### src/rtl/vcm_af_pkg.sv
`default_nettype none
// ============================================================================
// Module   : vcm_af_pkg
// Brief    : Shared types, widths and VCM word formatting for the VCM
//            autofocus sweep controller.
// Revision : 1.0  initial release
// ============================================================================
package vcm_af_pkg;

    localparam int STEP_W  = 10;
    localparam int SHARP_W = 32;

    typedef enum logic [2:0] {
        ST_IDLE        = 3'd0,
        ST_WRITE       = 3'd1,
        ST_SETTLE      = 3'd2,
        ST_MEASURE     = 3'd3,
        ST_FINAL_WRITE = 3'd4,
        ST_DONE        = 3'd5
    } af_state_t;

    // VCM driver word: two zero pad bits, lens step, four fixed mode bits.
    function automatic logic [15:0] vcm_word(input logic [STEP_W-1:0] step);
        return {2'b00, step, 4'b1111};
    endfunction

endpackage
`default_nettype wire

### src/rtl/vcm_req_hold.sv
`default_nettype none
// ============================================================================
// Module   : vcm_req_hold
// Brief    : Single req/ack holding register for the VCM writer. Latches the
//            word when a write is launched and keeps req and data stable
//            until the writer acknowledges; req is never dropped early.
// Revision : 1.0  initial release
// ============================================================================
module vcm_req_hold
    import vcm_af_pkg::*;
(
    input  logic              clk,
    input  logic              rst_n,
    input  logic              load,
    input  logic [STEP_W-1:0] load_step,
    input  logic              ack,
    output logic              req,
    output logic [15:0]       data,
    output logic              accepted
);

    // An ack only counts while a request is outstanding.
    assign accepted = req & ack;

    // Request/data register: release on ack, otherwise launch on load.
    always_ff @(posedge clk or negedge rst_n) begin
        if (!rst_n) begin
            req  <= 1'b0;
            data <= 16'h000F;
        end else if (accepted) begin
            req  <= 1'b0;
        end else if (load && !req) begin
            req  <= 1'b1;
            data <= vcm_word(load_step);
        end
    end

endmodule
`default_nettype wire

### src/rtl/vcm_af_sweep_ctrl.sv
`default_nettype none
// ============================================================================
// Module   : vcm_af_sweep_ctrl
// Brief    : Hill-climb autofocus sequencer. Sweeps the VCM lens step,
//            waits for the lens to settle, measures frame sharpness, keeps
//            the peak and finally parks the lens at the best step.
// Revision : 1.0  initial release
// ============================================================================
module vcm_af_sweep_ctrl
    import vcm_af_pkg::*;
#(
    parameter int STEP_MIN      = 0,
    parameter int STEP_MAX      = 1023,
    parameter int STEP_INC      = 16,
    parameter int SETTLE_FRAMES = 2,
    parameter int EARLY_STOP    = 3
) (
    input  logic               VIDEO_CLK,
    input  logic               RESET_n,
    input  logic               AF_EN,
    input  logic               FRAME_END,
    input  logic [SHARP_W-1:0] SHARP,
    output logic               VCM_REQ,
    input  logic               VCM_ACK,
    output logic [15:0]        VCM_DATA,
    output logic [STEP_W-1:0]  STEP,
    output logic [STEP_W-1:0]  BEST_STEP,
    output logic [SHARP_W-1:0] PEAK,
    output logic               BUSY,
    output logic               DONE
);

    localparam int SET_W = (SETTLE_FRAMES > 1) ? $clog2(SETTLE_FRAMES + 1) : 1;
    localparam int BP_W  = (EARLY_STOP > 1) ? $clog2(EARLY_STOP + 1) : 1;

    localparam logic [SET_W-1:0]  SETTLE_LAST = SET_W'((SETTLE_FRAMES > 0) ? SETTLE_FRAMES - 1 : 0);
    localparam logic [BP_W-1:0]   BP_SAT      = '1;
    localparam logic [BP_W-1:0]   BP_LIMIT    = BP_W'(EARLY_STOP);
    localparam logic [STEP_W-1:0] FIRST_STEP  = STEP_W'(STEP_MIN);

    af_state_t          state;
    logic [STEP_W-1:0]  step;
    logic [STEP_W-1:0]  best_step;
    logic [SHARP_W-1:0] peak;
    logic [SET_W-1:0]   settle_cnt;
    logic [BP_W-1:0]    below_cnt;

    logic               wr_load;
    logic               wr_accepted;
    logic               better;
    logic [BP_W-1:0]    below_next;
    logic [STEP_W:0]    next_sum;
    logic               past_end;
    logic               early_hit;
    logic [STEP_W-1:0]  final_step;

    // A write is launched on the first cycle of either write state; the
    // holding register ignores load while a request is already pending.
    assign wr_load = AF_EN && ((state == ST_WRITE) || (state == ST_FINAL_WRITE));

    vcm_req_hold u_req_hold (
        .clk       (VIDEO_CLK),
        .rst_n     (RESET_n),
        .load      (wr_load),
        .load_step (step),
        .ack       (VCM_ACK),
        .req       (VCM_REQ),
        .data      (VCM_DATA),
        .accepted  (wr_accepted)
    );

    // Measurement decision; next step uses one extra bit so it cannot wrap.
    assign better     = SHARP > peak;
    assign below_next = better ? '0 : ((below_cnt == BP_SAT) ? below_cnt : below_cnt + BP_W'(1));
    assign next_sum   = {1'b0, step} + (STEP_W + 1)'(STEP_INC);
    assign past_end   = next_sum > (STEP_W + 1)'(STEP_MAX);
    assign early_hit  = (EARLY_STOP != 0) && (below_next == BP_LIMIT);
    // The final park step must include a peak found on this very frame.
    assign final_step = better ? step : best_step;

    assign STEP      = step;
    assign BEST_STEP = best_step;
    assign PEAK      = peak;
    assign BUSY      = (state != ST_IDLE) && (state != ST_DONE);
    assign DONE      = (state == ST_DONE);

    // Sweep sequencer.
    always_ff @(posedge VIDEO_CLK or negedge RESET_n) begin
        if (!RESET_n) begin
            state      <= ST_IDLE;
            step       <= FIRST_STEP;
            best_step  <= FIRST_STEP;
            peak       <= '0;
            settle_cnt <= '0;
            below_cnt  <= '0;
        end else begin
            case (state)
                ST_IDLE: begin
                    if (AF_EN) begin
                        state     <= ST_WRITE;
                        peak      <= '0;
                        step      <= FIRST_STEP;
                        best_step <= FIRST_STEP;
                        below_cnt <= '0;
                    end
                end

                ST_WRITE: begin
                    if (wr_accepted) begin
                        settle_cnt <= '0;
                        if (!AF_EN)
                            state <= ST_IDLE;
                        else if (SETTLE_FRAMES == 0)
                            state <= ST_MEASURE;
                        else
                            state <= ST_SETTLE;
                    end else if (!AF_EN && !VCM_REQ) begin
                        state <= ST_IDLE;
                    end
                end

                ST_SETTLE: begin
                    if (!AF_EN) begin
                        state <= ST_IDLE;
                    end else if (FRAME_END) begin
                        if (settle_cnt == SETTLE_LAST) begin
                            settle_cnt <= '0;
                            state      <= ST_MEASURE;
                        end else begin
                            settle_cnt <= settle_cnt + SET_W'(1);
                        end
                    end
                end

                ST_MEASURE: begin
                    if (!AF_EN) begin
                        state <= ST_IDLE;
                    end else if (FRAME_END) begin
                        if (better) begin
                            peak      <= SHARP;
                            best_step <= step;
                        end
                        below_cnt <= below_next;
                        if (past_end || early_hit) begin
                            step  <= final_step;
                            state <= ST_FINAL_WRITE;
                        end else begin
                            step  <= next_sum[STEP_W-1:0];
                            state <= ST_WRITE;
                        end
                    end
                end

                ST_FINAL_WRITE: begin
                    if (wr_accepted)
                        state <= AF_EN ? ST_DONE : ST_IDLE;
                    else if (!AF_EN && !VCM_REQ)
                        state <= ST_IDLE;
                end

                ST_DONE: begin
                    if (!AF_EN)
                        state <= ST_IDLE;
                end

                default: state <= ST_IDLE;
            endcase
        end
    end

endmodule
`default_nettype wire
### config.mk
export PLATFORM = sky130hd
export DESIGN_NAME = vcm_af_sweep_ctrl
export DESIGN_NICKNAME = d
export VERILOG_FILES = /design/src/rtl/vcm_af_pkg.sv /design/src/rtl/vcm_req_hold.sv /design/src/rtl/vcm_af_sweep_ctrl.sv
export SDC_FILE = /design/constraint.sdc
export NUM_CORES = 1
export LEC_CHECK = 0
export BUFFER_PORTS_ARGS = -buffer_cell sky130_fd_sc_hd__buf_2
export CORE_ASPECT_RATIO = 1.75
export CORE_UTILIZATION = 50
export CTS_BUF_LIST = sky130_fd_sc_hd__clkbuf_4 sky130_fd_sc_hd__clkbuf_8
export DETAILED_ROUTE_END_ITERATION = 8
export MAX_ROUTING_LAYER = met4
export PLACE_DENSITY_LB_ADDON = 0.08
export SYNTH_ARGS = -nofsm -noshare
export SYNTH_HDL_FRONTEND = slang
export SYNTH_HIERARCHICAL = 1
export SYNTH_SLANG_ARGS = --single-unit
### constraint.sdc
create_clock -name VIDEO_CLK -period 2.7 [get_ports VIDEO_CLK]
set_input_delay 0.135 -clock VIDEO_CLK [delete_from_list [all_inputs] [get_ports VIDEO_CLK]]
set_output_delay 0.135 -clock VIDEO_CLK [all_outputs]
set_load 0.01 [all_outputs]
# After elaboration in Yosys (flattened, before gate mapping)
# Index checks and enable logic that the tools add are counted.
# op_classes
add_sub_neg,3
reduce_logical,18
n_eq_ne,20
n_lt_le_gt_ge,2
n_mux,41
n_bitwise,2
# ops
operator,n
$mux 32,4
$mux 10,7
$pmux 32 s2,1
$pmux 10 s2,2
$mux 3,12
$gt 32x32->1,1
$mux 2,10
$pmux 3 s6,1
$ne 2x2->1 const B,7
$ne 3x3->1 const B,4
$add 10x5->11 const B,1
$gt 11x10->1 const B,1
$reduce_and 5->1,2
$pmux 2 s2,2
$reduce_and 4->1,2
$eq 3x2->1 const B,2
$eq 3x3->1 const B,2
$reduce_bool 2->1,3
$add 2x1->2 const B,2
$eq 2x2->1 const B,2
$logic_and 1x1->1,4
$eq 3x1->1 const B,1
$logic_not 3->1,1
$reduce_bool 3->1,1
8 further kinds,11
# totals
in_bits,37
wordCells,94
register_bits,70
out_inout_bits,71

# Logic depth before layout (Yosys ltp)
# Gate-level depths: netlist (run 1).
# logic_depth
depth_word,9
mapped_depth,11
depth_no_buf,9

# By module
# Netlist (run 1), hierarchy kept.
# modules_own_cells
module,n_inst,seq_area_each_um2,cells_per_inst,area_each_um2
vcm_af_sweep_ctrl,1,1476.4,417,3637.2
vcm_req_hold,1,275.3,34,513.0

# Worst setup path before layout (run 1)
# OpenSTA, ideal clock, no wires.
# synth_path
path_kind,register to register
start,"register peak[14], in the netlist PEAK[14]"
end,"register step[4], in the netlist STEP[4]"
path_buffers,1
path_stages_with_launch,11
t_arrival_ns,2.550
setup_ns,0.122
required_ns,2.578
path_slack_ns,0.029
synth_period_minus_slack_ns,2.671
cell_sequence,dfrtp_1 inv_1 ha_1 a21oi_2 nand2_1 a221o_1 o311a_1 buf_6 o31a_4 a211o_1 a32o_1
# synth_via
elab_chain_len,8
elab_cells_between_ends,9
classes_between,order compare (1); eq/ne (1); mux (6); reduce/logical (1)
# synth_rtl
item,line,text
start: declaration,vcm_af_sweep_ctrl.sv:44,logic [SHARP_W-1:0] peak;
start signal: assignment,vcm_af_sweep_ctrl.sv:93,peak <= '0;
start signal: assignment,vcm_af_sweep_ctrl.sv:101,peak <= '0;
start signal: assignment,vcm_af_sweep_ctrl.sv:140,peak <= SHARP;
$gt 32x32->1 (*),vcm_af_sweep_ctrl.sv:73,assign better = SHARP > peak;
$mux 2,vcm_af_sweep_ctrl.sv:74,assign below_next = better ? '0 : ((below_cnt == BP_SAT) ? below_cnt : below_cnt + BP_W'(1));
$eq 2x2->1,vcm_af_sweep_ctrl.sv:77,assign early_hit = (EARLY_STOP != 0) && (below_next == BP_LIMIT);
$logic_or 1x1->1,vcm_af_sweep_ctrl.sv:144,if (past_end || early_hit) begin
$mux 10 (*),vcm_af_sweep_ctrl.sv:144,
$mux 10 (*),vcm_af_sweep_ctrl.sv:138,end else if (FRAME_END) begin
$mux 10 (*),vcm_af_sweep_ctrl.sv:136,if (!AF_EN) begin
$pmux 10 s2 (*),vcm_af_sweep_ctrl.sv:97,case (state)
end signal: assignment,vcm_af_sweep_ctrl.sv:145,step <= final_step;
end signal: assignment,vcm_af_sweep_ctrl.sv:148,step <= next_sum[STEP_W-1:0];
end: declaration,vcm_af_sweep_ctrl.sv:42,logic [STEP_W-1:0] step;
# Mark *: on every way between the ends. The rest lies on a longest branch, timed or not. The select of a mux whose other input is x is not followed.
# A chain may end at the register's enable or synchronous reset.

# Worst setup path after layout (run 1)
# layout_path
start,"register peak[5], in the netlist PEAK[5]"
end,"register peak[29], in the netlist PEAK[29]"
# layout_via
elab_chain_len,3
# layout_rtl
item,line
$gt 32x32->1,vcm_af_sweep_ctrl.sv:73
$ne 2x2->1 (no source line),-
$reduce_and 5->1 (no source line),-
# No other way between the ends.

==> results.md, run 1 <==
- Outcome: finished, violations left
- Hold path startpoint: SHARP[17]
- VDD IR-drop max: 322.0 uV
- Peak Freq: 376.3 MHz
- # DRC: 16
- CTS tree: done
- Pre-antenna DRT Iters: 6
- Detailed-route via count: around 3700
- Worst path buffer plus inverter count: 4
- Seq. cell area: 1752 um2
- Tot GR Track Use: between 20% and 30%
- Worst endpoint required time: roughly 3000 ps
- Total of max-cap violations: 0
- Core area: between 7000 and 8000 um2
- Initial core utilization: between 50 and 60%
- Ratio of cells with drive above 1 in the final layout: 31.90%
- Reg2Reg Setup Slack: 40 ps
- Count of clock tree sinks: 70
- Main flop type after synthesis: dfrtp_1
- Clock latency on the worst-skew pair: approximately 350 ps
- Final period util: 98.42%
- Pin count of the biggest net entering global routing: 38
- Crit-path max FO: 13
- Reg2reg start: PEAK[5]
- Slew margin rel.: 42.75%
- Number of flops mapped to enable cells by yosys: 0
- H-tree depth: 3
- Post-Syn Instances: around 450
- Mapped cell area: 4150 um2
- Final Max Slew Viols: 0
- Critical path type: flip-flop to flip-flop
- Antenna-violating nets left: 0
- Dpl hpwl: ~7.3 mm
- Slowest stage delay, CP: 350 ps
- Total power: 3.023 mW
- Synth async-reset ratio: 100.0%
- Leakage power total: 2.589 nW
- Filler instances: ~680
- Diode count: 0
- Worst path arrival time: approximately 2900 ps
- # IOs: roughly 110
- Worst-margin pin slew: between 800 and 900 ps
- CTS root buffer: clkbuf_8
- Setup-failing EPs final: 0
- Port Buffer Count: between 100 and 150
- Core Rows: 43
- Most frequent cells in the layout: buf_2, nand2_1, dfrtp_1
- Die Footprint: 8683 um2
- Vias in the first global route: around 3600
- CP Launch Type: flip-flop
- Min-delay worst type: input pin to flip-flop
- Cell family with most CP delay: compound AO/OA/AOI/OAI gates
- First-pass GRT wire length: about 17 mm
- Synth warn: 6
- Most common cell after layout, fill and taps aside: buf_2
- DIE HEIGHT: around 120 um
- Mapped Avg Cell Area: about 9.2 um2
- Final Hold Fails: 0
- Worst-path clk slew: 70 ps
- Routed vias/inst: between 5 and 6
- Initial antenna violation count: 0
- CP endpoint kind: flip-flop
- Failing checks: design-rule violations
- Final #Nets: 646
- WHS Path Cells: 3
- Total congestion overflow: 0
- Yosys cell types: 60
- Hold slack: about 28 ps
- Inserted Clock Buffers: 9
- Power Density: 567.0 nW/um2
- GPL Wtd Cong: 0.8587
- Crit path time final: 2657 ps
- Worst R2R Path Depth: 11
- Routed WL: approximately 11 mm
- Clk_skew: 14.91 ps
- Reg-to-reg endpoint: PEAK[29]
- Layout area overhead: 28.49%
- Multi-input gate area: 2230 um2
- Routed wire per std cell: between 15 and 20 um
- Die Wd: 70.87 um
- Slowest cell on crit path: dfrtp_1
- Longest Clk Path Bufs: 2
- Hold EP: PEAK[17]
- Sequential-to-total area share from yosys stat: 42.21%
- #FFs+latches synth: 70
- Critical-path cell list: inv_1 -> ha_1 -> a21oi_1 -> o21ai_1 -> a221o_1 -> o311a_4 -> buf_4 -> o31ai_4 -> buf_6 -> clkbuf_16 -> o21ai_0
- 1st-iter DRT viols: 202
-- sequential cells by signal, summed over array words and instances, names as in the netlist --
name             count
state                3
u_req_hold/req       1
PEAK                32
STEP                10
u_req_hold/data     10
below_cnt            2
BEST_STEP           10
settle_cnt           2
-- worst min-delay path, cell delays in order --
cell	delay, ps
buf_2	110
nand2_1	50
o21ai_1	50
-- cell usage after synthesis (all sizes together) (2+ instances only) --
| master | n | area (um2) |
|---|---|---|
| nor3b | 3 | 22.52 |
| a21o | 3 | 23.77 |
| and3 | 2 | 12.51 |
| or2 | 2 | 12.51 |
| o2bb2ai | 2 | 17.52 |
| and2 | 3 | 18.77 |
| a21oi | 19 | 98.85 |
| clkbuf | 11 | 41.29 |
| a32o | 2 | 20.02 |
| mux2i | 3 | 30.03 |
| a2111oi | 2 | 17.52 |
| o21ai | 42 | 210.2 |
| o31ai | 6 | 58.81 |
| nand4 | 11 | 75.07 |
| a221o | 2 | 20.02 |
| buf | 14 | 102.6 |
| and4 | 2 | 17.52 |
| conb | 2 | 7.510 |
| nand2b | 3 | 18.77 |
| xnor2 | 2 | 17.52 |
| a211oi | 5 | 37.54 |
| ha | 34 | 425.4 |
| o221ai | 2 | 17.52 |
| nor2b | 3 | 21.27 |
| o22ai | 2 | 12.51 |
| nand3 | 11 | 55.05 |
| a21boi | 4 | 33.78 |
| a211o | 2 | 17.52 |
| a22o | 11 | 96.34 |
| nor2 | 13 | 51.30 |
| dfrtp | 70 | 1752 |
| inv | 45 | 168.9 |
| mux2 | 10 | 146.4 |
| nor3 | 7 | 35.03 |
| nand2 | 83 | 311.6 |
| a31oi | 2 | 12.51 |
-- repair_timing --
item / CTS / global route
hold buffers: 1 / 0
buffers inserted: 3 / 6
hold endpoints to repair: 36 / 0
setup endpoints to repair: 33 / 51
cloned: 1 / 4
gates resized for setup: 3 / 27
pin swaps: 2 / 13
-- power by group --
group | switching, mW | internal, mW | leakage (nW)
sequential | 0.0788 | 1.11 | 0.973
clock | 0.393 | 0.441 | 0.104
combinational | 0.536 | 0.459 | 1.51
total | 1.01 | 2.01 | 2.59
-- cell type report --
cell class / instances / area share (%)
clock inverter: 5 / 0.9385
tap: 90 / 2.112
timing repair buffer: 134 / 16.52
clock buffer: 11 / 2.604
inverter: 45 / 3.168
multi-input combinational: 315 / 41.81
sequential: 70 / 32.85
-- per-stage QoR --
step | instances | TNS, ps | setup slack (ps) | instance area (um2) | util (%)
global placement | 639 | 0 | 40.51 | 4802 | 60.31
detailed placement | 639 | -248.2 | -31.93 | 4802 | 60.31
global route | 670 | -1060 | -41.52 | 5333 | 66.97
floorplan | 455 | 0 | 28.76 | 4165 | -
finish | 670 | 0 | 42.66 | 5333 | 66.97
CTS | 660 | 0 | 7.776 | 5067 | 63.64
-- cells by family (layout without fill, tap and decap cells) --
kind of cell | after synthesis | in the layout | synth area share, %
simple gates | 146 | 146 | 16.55
compound gates | 113 | 113 | 18.39
other cells | 2 | 6 | 0.1810
fa+ha+maj | 34 | 34 | 10.25
mux | 13 | 13 | 4.251
buf+inv | 70 | 195 | 7.537
flops | 70 | 70 | 42.21
xor+xnor | 3 | 3 | 0.6332
-- how the worst max path moves through the flow --
stage | from | end | slack (ps) | depth (start not counted)
after global placement | PEAK[14] | PEAK[5] | 40 | 10
after global routing | PEAK[5] | PEAK[13] | -40 | 12
after floorplan | PEAK[14] | STEP[4] | 30 | 10
final | PEAK[5] | PEAK[29] | 40 | 11
after CTS | PEAK[30] | STEP[4] | 8 | 9
after detailed placement | PEAK[14] | PEAK[10] | -30 | 10
-- metal layers --
metal  vias up  global-route usage (%)  routed length, um
met3        25                   3.695                419
met5         -                       -                  0
met2       105                   43.75               5733
li1       1811                       -                  -
met1      1788                   28.11               4148
met4         0                   12.63                304
Power figures use the tool's default switching activity.
==> inputs of run 2 (changes only) <==
--- a/config.mk
+++ b/config.mk
@@ -5,6 +5,7 @@
 export SDC_FILE = /design/constraint.sdc
 export NUM_CORES = 1
 export LEC_CHECK = 0
+export ABC_AREA = 1
 export BUFFER_PORTS_ARGS = -buffer_cell sky130_fd_sc_hd__buf_2
 export CORE_ASPECT_RATIO = 1.75
 export CORE_UTILIZATION = 50
==> run 2 against run 1 <==
Effect of this change: the run now ends clean; critical path depth up 4; sequential share of layout area up 2.4 points; global-route usage down 0.69 points; wire length down 1.4%; total power up 9.6%; count of clock-buffer cells in the layout down 2; setup slack better by 200 ps; first-iteration DRC count down 5.0%; register-to-register slack better by 200 ps.
==> results.md, run 2 <==
- CTS tree: done
- Final Hold Fails: 0
- # IOs: 108
- Worst-margin pin slew: about 790 ps
- Final #Nets: around 700
- Count of clock tree sinks: 70
- Most common cell after layout, fill and taps aside: nand2_1
- Number of flops mapped to enable cells by yosys: 0
- Multiplexer share of the synthesized area: 0%
- Core area: 7909 um2
- Crit-path max FO: 17
- Mapped cell area: 4099 um2
- GPL Wtd Cong: around 0.84
- Main combinational cell family by area after synthesis: simple AND/OR/NAND/NOR gates
- H-tree depth: 3
- Ratio of cells with drive above 1 in the final layout: 21.39%
- Dpl hpwl: 7.320 mm
- Total congestion overflow: 0
- Slew margin rel.: 47.46%
- Critical-path cell list: inv_1 -> ha_1 -> nand2_1 -> nor2_2 -> nand2_2 -> nor2_1 -> nand2_1 -> o21ai_0 -> nor2_1 -> nand2_2 -> nand2_8 -> a21oi_4 -> clkbuf_16 -> nand3_1 -> o21ai_0
- Final Max Slew Viols: 0
- Initial antenna violation count: 0
- 1st-iter DRT viols: 192
- Clk_skew: 10.31 ps
- Post-synthesis simple-gate area fraction: 24.91%
- First-pass GRT wire length: about 16 mm
- Count leader, synth: nand2_1
- Fin cells: 721
- Synth Area in Compound Gates: 11.45%
- Post-Syn Instances: 524
- Routed WL: 10.46 mm
- Final period util: approximately 90%
- Layout area overhead: 21.18%
- Min-delay worst type: input pin to flip-flop
- Post-synth top cells: nand2_1, dfrtp_1, inv_1
- Power Density: between 600 and 700 nW/um2
- CP endpoint kind: flip-flop
- Core Rows: 43
- CP Launch Type: flip-flop
- Crit path time final: about 2500 ps
- Die Wd: around 70 um
- Routed wire per std cell: ~15 um
- Detailed-route via count: 3831
- Pin count of the biggest net entering global routing: 65
- Peak Freq: 407.6 MHz
- Final worst slack: between 200 and 250 ps
- VDD IR-drop max: 407.5 uV
- #FFs+latches synth: 70
- Synth async-reset ratio: 100.0%
- Longest Clk Path Bufs: 2
- Worst endpoint required time: about 3000 ps
- Initial core utilization: 51.83%
- Sequential-to-total area share from yosys stat: a little over two fifths
- Worst path arrival time: 2720 ps
- RSZ-0062 raised after global routing: false
- Slowest cell on crit path: dfrtp_1
- Yosys cell types: 29
- DIE HEIGHT: roughly 120 um
- Worst path buffer plus inverter count: 2
- Tot GR Track Use: between 20% and 30%
- Port Buffer Count: a little over 100
- Antenna-violating nets left: 0
- Placed Cells: ~700
- Synth area leaders: dfrtp_1, nand2_1, ha_1, nand3_1, o21ai_0
- Xor/xnor share of the synthesized area: less than 1%
- Routed vias/inst: 5.313
- Cell family with most CP delay: simple AND/OR/NAND/NOR gates
- Main flop type after synthesis: dfrtp_1
- Post-Place Worst Slack: 313.6 ps
- Largest area contributor in the netlist: dfrtp_1
- Number of flip-flops in the largest register: 32
- Die Footprint: 8578 um2
- Adder-cell share of the synthesized area: 10.38%
- Critical path type: flip-flop to flip-flop
- Mapped Avg Cell Area: 7.822 um2
- Slowest stage delay, CP: 340 ps
- Clock latency on the worst-skew pair: 360 ps
- Most frequent cells in the layout: nand2_1, buf_2, dfrtp_1
- CTS root buffer: clkbuf_8
- Leakage power total: 2.698 nW
- Inserted Clock Buffers: 9
- # DRC: 0
- Yosys top cell area share: 42.74%
- Post-CTS setup buffer count: 0
- Total of max-cap violations: 0
- Vias in the first global route: 3514
- Synth warn: 6
- Setup TNS: 0 ps
- Pre-antenna DRT Iters: 7
- Setup-failing EPs final: 0
- Outcome: complete, no violations
- Worst-path clk slew: ~80 ps
- Diode count: 0
## run 2: metrics by stage
stage               util [%]  hold WS [ps]  power (mW)  instance area [um2]
floorplan                  -        -160.6       1.977                 4114
global placement       58.91         242.0       2.277                 4659
detailed placement     58.91         254.8       2.291                 4659
CTS                    61.71         19.79       3.221                 4881
global route           62.81         35.44       3.517                 4967
finish                 62.81         19.81       3.314                 4967
## run 2: where the power goes
| part | switching, mW | leakage (nW) | internal [mW] |
|---|---|---|---|
| Clock | 0.417 | 0.0973 | 0.513 |
| Combinational | 0.735 | 1.63 | 0.402 |
| Sequential | 0.0843 | 0.970 | 1.16 |
## run 2: area by class of cell
class / instances / area (um2)
Timing Repair Buffer: 110 / 639.4
Multi-Input combinational cell: 369 / 2001
Fill cell: 736 / 2942
Clock buffer: 9 / 123.9
Tap cell: 90 / 112.6
Clock inverter: 6 / 87.58
Inverter: 67 / 251.5
Sequential cell: 70 / 1752
## run 2: routing by layer
metal	global-route usage (%)	part of all wire [%]	routed length (um)	vias up
li1	-	-	-	1910
met1	27.16	40	4222	1801
met2	43.04	53	5545	99
met3	2.564	3.4	353	21
met4	12.75	3.2	339	0
met5	-	0	0	-
## run 2: timing repair
item                                    CTS  global route
hold endpoints to repair                 32             0
hold buffers                              1             0
resized for setup                         0             5
endpoints found under the setup margin    0             4
## run 2: worst register-to-register path, cell delays in order, from the launching register on
cell and delay [ps]:
dfrtp_1 340, inv_1 50, ha_1 280, nand2_1 80, nor2_2 140, nand2_2 100, nor2_1 100, nand2_1 60
o21ai_0 70, nor2_1 70, nand2_2 190, nand2_8 130, a21oi_4 330, clkbuf_16 250, nand3_1 70, o21ai_0 100
## run 2: cell families (layout without fill, tap and decap cells)
| logic type | count (synthesis) | after routing |
|---|---|---|
| other | 2 | 6 |
| buffers and inverters | 89 | 192 |
| XOR/XNOR | 4 | 4 |
| flip-flops | 70 | 70 |
| adder cells (fa/ha/maj) | 34 | 34 |
| AND/OR/NAND/NOR | 238 | 238 |
| AO/OA/AOI/OAI | 87 | 87 |
## run 2: final timing paths
kind,from,to,slack (ps),cells past startpoint
min reg2reg,u_req_hold/data[5],u_req_hold/data[5],470,2
max,PEAK[31],PEAK[26],250,15
min in group asynchronous,RESET_n,PEAK[6],390,2
max reg2reg,PEAK[31],PEAK[26],250,15
min,VCM_ACK,u_req_hold/req,20,2
max in group asynchronous,RESET_n,PEAK[21],1630,3
==> inputs of run 3 (changes only) <==
--- a/config.mk
+++ b/config.mk
@@ -6,7 +6,8 @@
 export NUM_CORES = 1
 export LEC_CHECK = 0
 export ABC_AREA = 1
-export BUFFER_PORTS_ARGS = -buffer_cell sky130_fd_sc_hd__buf_2
+export BUFFER_PORTS_ARGS = -buffer_cell sky130_fd_sc_hd__buf_4
+export CAP_MARGIN = 30
 export CORE_ASPECT_RATIO = 1.75
 export CORE_UTILIZATION = 50
 export CTS_BUF_LIST = sky130_fd_sc_hd__clkbuf_4 sky130_fd_sc_hd__clkbuf_8
==> run 3 against run 2 <==
Effect of this change: total power down 0.64%; sequential power about the same; clock power grew 2.6%; global-route usage is 0.93 points higher; sequential share of layout area decreased by 1.1 points; core utilization increased by 2.0 points; largest power group unchanged; largest cell class unchanged; worst hold slack better by 4.3 ps; setup slack lost 24 ps; via count shrank 1.6%; critical endpoint is now state[2].
==> results.md, run 3 (synthesized netlist as in run 2, its figures left out) <==
- Crit path time final: roughly 2500 ps
- First-pass GRT wire length: 16.70 mm
- Total of max-cap violations: 0
- Worst path arrival time: 2770 ps
- Multi-input gate area: around 2000 um2
- Count of clock tree sinks: 70
- Final Util: 64.80%
- Cell area after layout: roughly 5100 um2
- Worst-path clk slew: approximately 70 ps
- Min-delay worst type: input pin to flip-flop
- Crit-path max FO: 17
- Routed vias/inst: 5.248
- CTS tree: done
- Routed wire per std cell: 14.26 um
- Critical path type: flip-flop to flip-flop
- Setup TNS: 0 ps
- Final Max Slew Viols: 0
- # IOs: 108
- Slowest stage delay, CP: 350 ps
- Leakage power total: between 2 and 3 nW
- GPL Wtd Cong: about 0.9
- Peak Freq: between 400 and 500 MHz
- Clock latency on the worst-skew pair: between 300 and 400 ps
- Pin count of the biggest net entering global routing: 71
- Clk_skew: ~6.6 ps
- Post-CTS setup buffer count: 0
- Pre-antenna DRT Iters: 4
- Antenna-violating nets left: 0
- Tot GR Track Use: about a quarter
- H-tree depth: 3
- Filler instances: 730
- VDD IR-drop max: around 460 uV
- GRT Max-Usage Layer: met2
- CP endpoint kind: flip-flop
- Post-Place Worst Slack: 250.9 ps
- WHS Path Cells: 2
- Die Wd: 70.45 um
- Dpl hpwl: 7.624 mm
- Longest Clk Path Bufs: 2
- Final worst slack: about 220 ps
- Vias in the first global route: between 3000 and 4000
- Core Rows: 43
- Detailed-route via count: around 3800
- M1 GR Usage: between 20% and 30%
- Most common cell after layout, fill and taps aside: nand2_1
- Hold slack: approximately 24 ps
- Setup-failing EPs final: 0
- Fin cells: 718
- DP Area: 4892 um2
- Most frequent cells in the layout: nand2_1, buf_4, dfrtp_1
- Post-CTS sizing: 0
- Initial antenna violation count: 0
- Port Buffer Count: 101
- Placed Cells: 701
- Final period util: 91.73%
- Seq. cell area: around 1800 um2
- # DRC: 0
- Final #Nets: 694
- Post-CTS Hold Fix Bufs: 1
- GR Util met2: 45.95%
- Routing usage on met3: 4.053%
- CTS root buffer: clkbuf_8
- Die Footprint: 8578 um2
- RSZ-0062 raised after global routing: false
- Slew margin rel.: 40.50%
- Routed WL: 10.24 mm
- Ratio of cells with drive above 1 in the final layout: 20.54%
- Critical-path cell list: inv_1 -> ha_1 -> nand2_1 -> nor2_1 -> nand2_1 -> nor4_2 -> nand2_1 -> nand2_4 -> nand2_2 -> nand2_1 -> nand2_1 -> nand2_1 -> nand2_1 -> nand2_1
- Initial core utilization: 51.83%
- Total congestion overflow: 0
- CP Launch Type: flip-flop
- Layout area overhead: 25.03%
- Power Density: 642.5 nW/um2
- DIE HEIGHT: 121.8 um
- Final Hold Fails: 0
- Slowest cell on crit path: dfrtp_1
- Diode count: 0
- 1st-iter DRT viols: 236
- Number of flip-flops in the largest register: 32
- Core area: 7909 um2
- Worst endpoint required time: 2990 ps
- Outcome: complete, no violations
- Inserted Clock Buffers: 9
- Worst R2R Path Depth: 14
- Worst path most repeated cell: nand2_1
- Total power: roughly 3.3 mW
- Worst-margin pin slew: 892.5 ps
-- run 3: area by class of cell --
cell class                 count  area share (%)
clock inverter                 4           1.367
inverter                      67           4.907
sequential                    70           34.18
clock buffer                  12           2.979
multi-input combinational    369           38.55
timing repair buffer         106           15.82
tap                           90           2.197
-- run 3: report_power, final --
group | switching [mW] | internal, mW
clock | 0.391 | 0.564
sequential | 0.0881 | 1.16
combinational | 0.682 | 0.405
-- run 3: worst paths after layout --
| kind | startpoint | end | slack (ps) |
|---|---|---|---|
| max in group asynchronous | RESET_n | PEAK[29] | 1670 |
| max reg2reg | PEAK[31] | state[2] | 220 |
| min reg2reg | u_req_hold/data[9] | u_req_hold/data[9] | 480 |
| min | VCM_ACK | u_req_hold/req | 20 |
| min in group asynchronous | RESET_n | PEAK[6] | 460 |
| max | PEAK[31] | state[2] | 220 |
-- run 3: per-layer routing --
layer	vias to the layer above	wire, um
li1	1894	-
met1	1769	4029
met3	15	430
met5	-	0
met4	0	218
met2	90	5564
-- run 3: worst max-delay path, delay by kind of cell (launching register included) --
kind          cells  cell delay [ps]
fa+ha+maj         1              290
simple gates     12             1730
buf+inv           1               50
flops             1              350
